==> config.mk <==
export PLATFORM = sky130hd
export DESIGN_NAME = mem_port_arbiter
export DESIGN_NICKNAME = d
export VERILOG_FILES = /design/src/rtl/mem_port_arbiter.sv
export SDC_FILE = /design/constraint.sdc
export NUM_CORES = 1
export LEC_CHECK = 0
export BUFFER_PORTS_ARGS = -buffer_cell sky130_fd_sc_hd__buf_2
export CAP_MARGIN = 10
export CORE_MARGIN = 2
export CORE_UTILIZATION = 35
export CTS_CLUSTER_SIZE = 12
export DETAILED_ROUTE_END_ITERATION = 6
export PLACE_DENSITY = 0.66
export SLEW_MARGIN = 20
export SYNTH_ARGS = -nofsm -noshare
export SYNTH_HDL_FRONTEND = slang
export SYNTH_SLANG_ARGS = --single-unit
==> constraint.sdc <==
create_clock -name clk_i -period 9.5 [get_ports clk_i]
set_input_delay 0.475 -clock clk_i [delete_from_list [all_inputs] [get_ports clk_i]]
set_output_delay 0.475 -clock clk_i [all_outputs]
set_load 0.02 [all_outputs]
==> src/rtl/mem_port_arbiter.sv <==
// mem_port_arbiter: shares one rd/wr memory port between a fetch and a data requester.
// Define ARB_ROUND_ROBIN_EN for round-robin arbitration; default is data over fetch.
module mem_port_arbiter #(
    parameter int ADDR_W  = 32,
    parameter int DATA_W  = 32,
    parameter int TIMEOUT = 16
) (
    input  logic              clk_i,
    input  logic              rst_i,
    input  logic              f_valid_i,
    input  logic [ADDR_W-1:0] f_addr_i,
    output logic [DATA_W-1:0] f_rdata_o,
    output logic              f_ack_o,
    output logic              f_err_o,
    input  logic              d_valid_i,
    input  logic              d_we_i,
    input  logic [ADDR_W-1:0] d_addr_i,
    input  logic [DATA_W-1:0] d_wdata_i,
    output logic [DATA_W-1:0] d_rdata_o,
    output logic              d_ack_o,
    output logic              d_err_o,
    output logic [ADDR_W-1:0] mem_rd_addr_o,
    output logic              mem_rd_addr_valid_o,
    input  logic [DATA_W-1:0] mem_rd_data_i,
    input  logic              mem_rd_ack_i,
    output logic [ADDR_W-1:0] mem_wr_addr_o,
    output logic [DATA_W-1:0] mem_wr_data_o,
    output logic              mem_wr_data_valid_o,
    input  logic              mem_wr_ack_i,
    output logic              busy_o,
    output logic              owner_o
);
    localparam int CW = (TIMEOUT > 1) ? $clog2(TIMEOUT) : 1;
    typedef enum logic [1:0] {IDLE, ISSUE, WAIT, RESP} state_t;
    state_t            state_q;
    logic [ADDR_W-1:0] addr_q;
    logic [DATA_W-1:0] wdata_q;
    logic [DATA_W-1:0] rdata_q;
    logic [CW-1:0]     cnt_q;
    logic              we_q, owner_q, rd_valid_q, wr_valid_q;
    logic              f_ack_q, d_ack_q, f_err_q, d_err_q;
    logic              gnt, hit, tmo;
`ifdef ARB_ROUND_ROBIN_EN
    // owner_q holds the last grant, so it serves as rr_last
    assign gnt = (f_valid_i && d_valid_i) ? !owner_q : d_valid_i;
`else
    assign gnt = d_valid_i;
`endif
    // only the ack of the channel actually in use completes the transaction
    assign hit = we_q ? mem_wr_ack_i : mem_rd_ack_i;
    assign tmo = (TIMEOUT > 0) && (cnt_q == CW'(TIMEOUT - 1));
    always_ff @(posedge clk_i or posedge rst_i) begin
        if (rst_i) begin
            state_q    <= IDLE;
            addr_q     <= '0;
            wdata_q    <= '0;
            rdata_q    <= '0;
            cnt_q      <= '0;
            we_q       <= 1'b0;
            owner_q    <= 1'b0;
            rd_valid_q <= 1'b0;
            wr_valid_q <= 1'b0;
            f_ack_q    <= 1'b0;
            d_ack_q    <= 1'b0;
            f_err_q    <= 1'b0;
            d_err_q    <= 1'b0;
        end else begin
            case (state_q)
                IDLE: if (f_valid_i || d_valid_i) begin
                    owner_q    <= gnt;
                    we_q       <= gnt && d_we_i;
                    addr_q     <= gnt ? d_addr_i : f_addr_i;
                    wdata_q    <= d_wdata_i;
                    rd_valid_q <= !(gnt && d_we_i);
                    wr_valid_q <= gnt && d_we_i;
                    state_q    <= ISSUE;
                end
                ISSUE: begin
                    cnt_q   <= '0;
                    state_q <= WAIT;
                end
                WAIT: if (hit || tmo) begin
                    rd_valid_q <= 1'b0;
                    wr_valid_q <= 1'b0;
                    rdata_q    <= (hit && !we_q) ? mem_rd_data_i : '0;
                    f_ack_q    <= !owner_q;
                    d_ack_q    <= owner_q;
                    f_err_q    <= !hit && !owner_q;
                    d_err_q    <= !hit && owner_q;
                    state_q    <= RESP;
                end else begin
                    cnt_q <= cnt_q + 1'b1;
                end
                RESP: begin
                    rdata_q <= '0;
                    f_ack_q <= 1'b0;
                    d_ack_q <= 1'b0;
                    f_err_q <= 1'b0;
                    d_err_q <= 1'b0;
                    state_q <= IDLE;
                end
                default: state_q <= IDLE;
            endcase
        end
    end
    assign f_rdata_o           = rdata_q;
    assign d_rdata_o           = rdata_q;
    assign f_ack_o             = f_ack_q;
    assign d_ack_o             = d_ack_q;
    assign f_err_o             = f_err_q;
    assign d_err_o             = d_err_q;
    assign mem_rd_addr_o       = addr_q;
    assign mem_rd_addr_valid_o = rd_valid_q;
    assign mem_wr_addr_o       = addr_q;
    assign mem_wr_data_o       = wdata_q;
    assign mem_wr_data_valid_o = wr_valid_q;
    assign busy_o              = state_q != IDLE;
    assign owner_o             = owner_q;
endmodule

==> results of run 1 <==
[flip-flops by register name (all words and copies together) (netlist names), 2 cells and up]
name and count:
mem_rd_addr_o 32, state_q 2, cnt_q 4, d_rdata_o 32, mem_wr_data_o 32
[cells in the mapped netlist (all sizes together)]
| cell | n | area, µm² |
|---|---|---|
| nor4b | 2 | 17.52 |
| a21oi | 2 | 10.01 |
| nand2b | 1 | 6.260 |
| nand2 | 69 | 259.0 |
| o211ai | 1 | 7.510 |
| a31o | 1 | 8.760 |
| a211oi | 1 | 20.02 |
| and3 | 2 | 12.51 |
| a211o | 2 | 17.52 |
| o22ai | 1 | 6.260 |
| ha | 6 | 75.07 |
| inv | 38 | 142.6 |
| and4 | 1 | 8.760 |
| or3 | 1 | 6.260 |
| o311ai | 1 | 8.760 |
| nand3 | 2 | 10.01 |
| o32ai | 1 | 8.760 |
| clkbuf | 10 | 37.54 |
| nand4 | 2 | 12.51 |
| mux2 | 35 | 397.9 |
| nor2b | 4 | 25.02 |
| buf | 76 | 569.3 |
| o21ai | 33 | 165.2 |
| nor4 | 1 | 6.260 |
| a22o | 2 | 17.52 |
| dfrtp | 110 | 2753 |
| nand3b | 1 | 7.510 |
| nor2 | 2 | 7.510 |
| mux2i | 65 | 650.6 |
| nor3b | 3 | 22.52 |
| a31oi | 3 | 18.77 |
| nor3 | 3 | 15.01 |
| a21o | 1 | 8.760 |
| o32a | 1 | 10.01 |
| and2 | 3 | 18.77 |
[metal layers]
layer	track usage, %	vias to the layer above	wire, µm
met5	0	-	0
met2	24.69	197	6004
met4	5.818	0	162
met3	3.548	12	969
li1	-	2018	-
met1	19.79	1867	5562
[layout by cell type (no fill, tap or decap), types with 3 or more instances in the layout]
cell type  count
inv_6          3
mux2_2        34
buf_4          4
o21ai_0       32
and2_1         3
inv_1         37
nand2_1       69
nor3_1         3
a31oi_1        3
clkbuf_16      9
nor2b_1        4
buf_2        302
mux2i_1       65
dfrtp_1      110
ha_1           6
[final timing paths]
check                                               from                             to  slack, ns  cells past startpoint
min reg2reg                mem_wr_data_o[25]$_DFFE_PP0P_  mem_wr_data_o[25]$_DFFE_PP0P_       0.50                      1
min                                                rst_i       d_rdata_o[0]$_DFFE_PP0P_       0.12                      2
max in group asynchronous                          rst_i  mem_wr_data_o[26]$_DFFE_PP0P_       8.32                      3
max reg2reg                       state_q[0]$_DFFE_PP0P_      d_rdata_o[18]$_DFFE_PP0P_       7.09                      6
max                               state_q[0]$_DFFE_PP0P_      d_rdata_o[18]$_DFFE_PP0P_       7.09                      6
min in group clk_i                         d_wdata_i[12]  mem_wr_data_o[12]$_DFFE_PP0P_       0.35                      2
[cell type report]
cell class	instances	share of cell area (%)
clock inverter	7	1.147
inverter	38	2.112
sequential	110	40.05
timing repair buffer	307	22.59
clock buffer	9	3.277
multi-input combinational	253	27.40
tap	188	3.423
[where the power goes]
group	leakage [nW]	total (mW)	switching (mW)	internal, mW
sequential	1.38	0.837	0.151	0.686
clock	0.151	0.389	0.181	0.208
combinational	2.34	1.30	0.815	0.486
total	3.87	2.53	1.15	1.38
[kinds of logic (layout without fill, tap and decap cells)]
logic type,count (synthesis),after routing,synth area share (%)
adder cells (fa/ha/maj),6,6,1.398
multiplexers,100,100,19.53
buffers and inverters,124,361,13.96
AO/OA/AOI/OAI,50,50,5.733
AND/OR/NAND/NOR,97,97,8.110
flip-flops,110,110,51.27
[stage by stage]
step / worst slack (ns) / instances / area (µm²) / util, %
after floorplan: 6.123 / 487 / 5369 / -
after global placement: 7.068 / 896 / 6565 / 43.51
after detailed placement: 7.071 / 896 / 6565 / 43.51
after CTS: 7.097 / 912 / 6869 / 45.52
final: 7.094 / 912 / 6873 / 45.55
after global routing: 6.868 / 912 / 6873 / 45.55
==> key figures, run 1 <==
Status
  – Status: finished clean

Setup path
  – Worst Setup Path Type: flop to flop
  – Data required, critical path: 9.77 ns
  – CP max stage delay: 0.62 ns
  – Worst Path Buf+Inv: 2
  – CP Max Fanout: 32
  – Worst Setup End Kind: flop
  – Crit path cell chain: inv_1, ha_1, nor2b_1, a211oi_4, buf_4, mux2i_1
  – Crit path max-delay family: adder cells
  – Crit path arrival time: 2.67 ns
  – CP Launch Type: flop
  – Critical path's slowest cell: ha_1

Power and ir drop
  – Leakage: 3.872 nW
  – Total power: 2.527 mW
  – Pwr per Cell Area: 367.7 mW/mm²
  – VDD IR max: 0.1877 mV

Timing
  – RSZ-0062 raised after global routing: false
  – Total negative slack: 0 ns
  – Final hold vios: 0
  – Tmin final: 2.406 ns
  – Worst Tran Pin Value: 0.9160 ns
  – Final setup viols: 0
  – Slew Viols, Final: 0
  – Final period utilization: 25.32%
  – Worst hold slack: 0.1207 ns
  – Worst Skew: 0.008079 ns
  – Max frequency: 415.7 MHz
  – Slew HR: 38.93%

Placed design
  – Routability cong.: 0.7279
  – PortBufs: 302
  – Dpl hpwl: 9568 µm

Layout
  – Antenna diodes: 0
  – Nets: 860
  – Layout cells sized above 1: 50.28%
  – Multi-input logic area: 0.001883 mm²
  – Fillcell total: 1,471
  – Reg area: 0.002753 mm²
  – Area Growth Syn to Fin: 28.01%

Clock tree
  – Clock Path Buffers: 2
  – Total CTS buffers: 9
  – CTS tree: built
  – Clk slew on worst S/H paths: 0.08 ns
  – Post-cts resize count: 0
  – Root buffer cell: clkbuf_16
  – # H-tree levels: 3
  – CTS Sinks: 110
  – Cts hold-fix bufs: 0
  – Clk Latency, worst-skew pair: 0.35 ns
  – Setup bufs post-CTS: 0

Global route
  – Initial antenna violation count: 0
  – Overall routing resource usage: 15.20%
  – Total grt overflow: 0
  – Largest net degree at the start of global routing: 98
  – Global-route wire length before repair: 19,400 µm
  – Vias in the first global route: 3,770

Synth
  – Post-synthesis instance area: 0.005369 mm²
  – Syn avg cell area: 11.02 µm²
  – Sequential share of the synthesized area: 51.27%
  – Yosys cell types: 40
  – Number of synthesized register bits: 110
  – Mapped Nets: 628
  – Syn Inst Count: 487
  – Yosys warnings: 0

Floorplanning
  – Rows: 45
  – Die area: 0.01635 mm²
  – Starting Density: 35.58%
  – DIE HEIGHT: 127.9 µm
  – IO Pins: 303
  – Core Area: 0.01509 mm²
  – Die W: 127.9 µm

Detailed routing
  – DRT iter0 DRCs: 103
  – Routed Antenna Nets: 0
  – WL/cell: 13.92 µm
  – DR pass1 iterations: 4
  – Total wire length: 12,700 µm
  – Via/cell ratio: 4.489
  – Via count: 4,094
  – DRC: 0

Min path
  – Min-delay worst type: input port to asynchronous set/reset pin

Run
  – MaxCap Viol Count: 0
Power figures use the tool's default switching activity.
==> run 2: changes to the inputs <==
==> constraint.sdc (replaced) <==
create_clock -name clk_i -period 2.4 [get_ports clk_i]
set_input_delay 0.12 -clock clk_i [delete_from_list [all_inputs] [get_ports clk_i]]
set_output_delay 0.12 -clock clk_i [all_outputs]
set_load 0.02 [all_outputs]
==> key figures, run 2 (synthesis results as in run 1) <==
Setup path
  – Reg-to-reg startpoint: state_q[0]$_DFFE_PP0P_
  – FF-to-FF End: d_rdata_o[14]$_DFFE_PP0P_
  – Reg-to-reg slack, setup: 0.52 ns (-6.58 ns)
  – Crit path arrival time: 2.14 ns (-0.53 ns)
  – Data required, critical path: 2.66 ns (-7.11 ns)
  – Reg2Reg Depth: 6 (unchanged)
  – CP Launch Type: flop
  – Worst Setup Path Type: flop to flop
  – CP Max Fanout: 32 (unchanged)
  – Worst Setup End Kind: flop

Placed design
  – Pre-CTS setup slack: 0.5201 ns (-6.551 ns)
  – Routability cong.: 0.7742 (+6.4%)
  – Dpl hpwl: 10,250 µm (+7.1%)
  – Placed Area: 0.006639 mm² (+1.1%)
  – PortBufs: 302 (unchanged)
  – Placed insts: 899 (+0.33%)

Global route
  – Total grt overflow: 0 (unchanged)
  – Overall routing resource usage: 16.85% (+1.6 points)
  – Vias in the first global route: 4,230 (+12%)
  – Global-route wire length before repair: 21,400 µm (+10%)
  – Initial antenna violation count: 0 (unchanged)
  – Largest net degree at the start of global routing: 58 (-41%)

Layout
  – Commonest non-fill, non-tap cell in the layout: buf_2
  – Layout cells sized above 1: 47.65% (-2.6 points)
  – Nets: 904 (+5.1%)
  – Non-Filler Instances: 954 (+4.6%)
  – Commonest cells after routing, fill and taps aside: 302 x buf_2, 110 x dfrtp_1, 69 x nand2_1
  – Final instance area: 0.007347 mm² (+6.9%)
  – Antenna diodes: 0 (unchanged)
  – Final Core Density: 48.69% (+3.1 points)
  – Area Growth Syn to Fin: 36.84%

Clock tree
  – # H-tree levels: 3 (unchanged)
  – CTS tree: built
  – Setup bufs post-CTS: 0 (unchanged)
  – CTS Sinks: 110 (unchanged)
  – Clock Path Buffers: 2 (unchanged)
  – Total CTS buffers: 9 (unchanged)
  – Clk Latency, worst-skew pair: 0.35 ns (about the same)
  – Clk slew on worst S/H paths: 0.07 ns (about the same)
  – Root buffer cell: clkbuf_16

Floorplanning
  – IO Pins: 303 (unchanged)
  – Die area: 0.01635 mm² (unchanged)
  – DIE HEIGHT: 127.9 µm (unchanged)
  – Core Area: 0.01509 mm² (unchanged)
  – Starting Density: 35.58% (unchanged)
  – Die W: 127.9 µm (unchanged)
  – Rows: 45 (unchanged)

Min path
  – Worst Hold Path EP: mem_wr_data_o[9]$_DFFE_PP0P_
  – Min-delay worst type: input port to flop
  – Hold Path Origin: d_wdata_i[9]
  – Hold depth: 2

Timing
  – Worst hold slack: 0.01487 ns (-0.1058 ns)
  – Worst Tran Pin Value: 0.6008 ns (-0.3151 ns)
  – Max frequency: 531.2 MHz (+28%)
  – Final hold vios: 0 (unchanged)
  – Worst Skew: 0.01118 ns (+0.003101 ns)
  – Total negative slack: 0 ns (unchanged)
  – Final worst slack: 0.5174 ns (-6.577 ns)
  – RSZ-0062 raised after global routing: false
  – Tmin final: 1.883 ns (-0.5231 ns)
  – Slew Viols, Final: 0 (unchanged)
  – Final period utilization: 78.44% (+53 points)
  – Slew HR: 58.80% (+20 points)
  – Final setup viols: 0 (unchanged)

Detailed routing
  – DRC: 0 (unchanged)
  – DR pass1 iterations: 4 (unchanged)
  – Routed Antenna Nets: 0 (unchanged)
  – Total wire length: 13,960 µm (+9.9%)
  – Via/cell ratio: 4.510 (+0.48%)
  – DRT iter0 DRCs: 118 (+15%)
  – Via count: 4,303 (+5.1%)
  – WL/cell: 14.63 µm (+5.1%)

Power and ir drop
  – Total power: 10.18 mW (+300%)
  – Leakage: 4.061 nW (+4.9%)
  – Pwr per Cell Area: 1385 mW/mm² (+280%)
  – VDD IR max: 0.5382 mV (+190%)

Run
  – MaxCap Viol Count: 0 (unchanged)

Status
  – Status: finished clean
run 2: cell type report:
type                       count  area, µm²
fill                        1441       7742
sequential                   110       2753
timing repair buffer         351       2032
multi-input combinational    253       1883
clock buffer                  11      252.7
tap                          188      235.2
inverter                      38      146.4
clock inverter                 3      45.04
run 2: worst max path at each step:
stage                           start                       endpoint  slack (ns)  cells after the start
2_1_floorplan  state_q[0]$_DFFE_PP0P_   mem_wr_data_o[0]$_DFFE_PP0P_        0.72                      5
3_3_place_gp   state_q[0]$_DFFE_PP0P_  mem_wr_data_o[15]$_DFFE_PP0P_        0.57                      5
3_5_place_dp   state_q[0]$_DFFE_PP0P_  mem_wr_data_o[23]$_DFFE_PP0P_        0.52                      5
4_1_cts        state_q[0]$_DFFE_PP0P_      d_rdata_o[14]$_DFFE_PP0P_        0.49                      6
5_1_grt        state_q[0]$_DFFE_PP0P_      d_rdata_o[12]$_DFFE_PP0P_        0.38                      6
6_report       state_q[0]$_DFFE_PP0P_      d_rdata_o[14]$_DFFE_PP0P_        0.52                      6
run 2: timing repair:
action | CTS | global route
resized for setup | 0 | 0
hold buffers | 41 | 0
endpoints found under the setup margin | 0 | 0
endpoints found under the hold margin | 65 | 0
run 2: worst max-delay path, cell delays in order, from the launching register on:
cell      delay, ns
dfrtp_1        0.40
inv_1          0.10
ha_1           0.32
and4_1         0.27
a211oi_4       0.19
buf_12         0.27
mux2i_1        0.22
run 2: power breakdown:
part           total, mW  switching (mW)  internal [mW]
clock               1.51           0.652          0.855
combinational       5.34            3.31           2.03
sequential          3.33           0.610           2.72
total               10.2            4.57           5.60
run 2: layer usage:
layer  up-vias  routed length, µm  track usage [%]
met5         -                  0                0
met4         0                279            6.917
met3        19                994            3.673
met2       192               7098            30.73
met1      1985               5588            19.05
li1       2107                  -                -
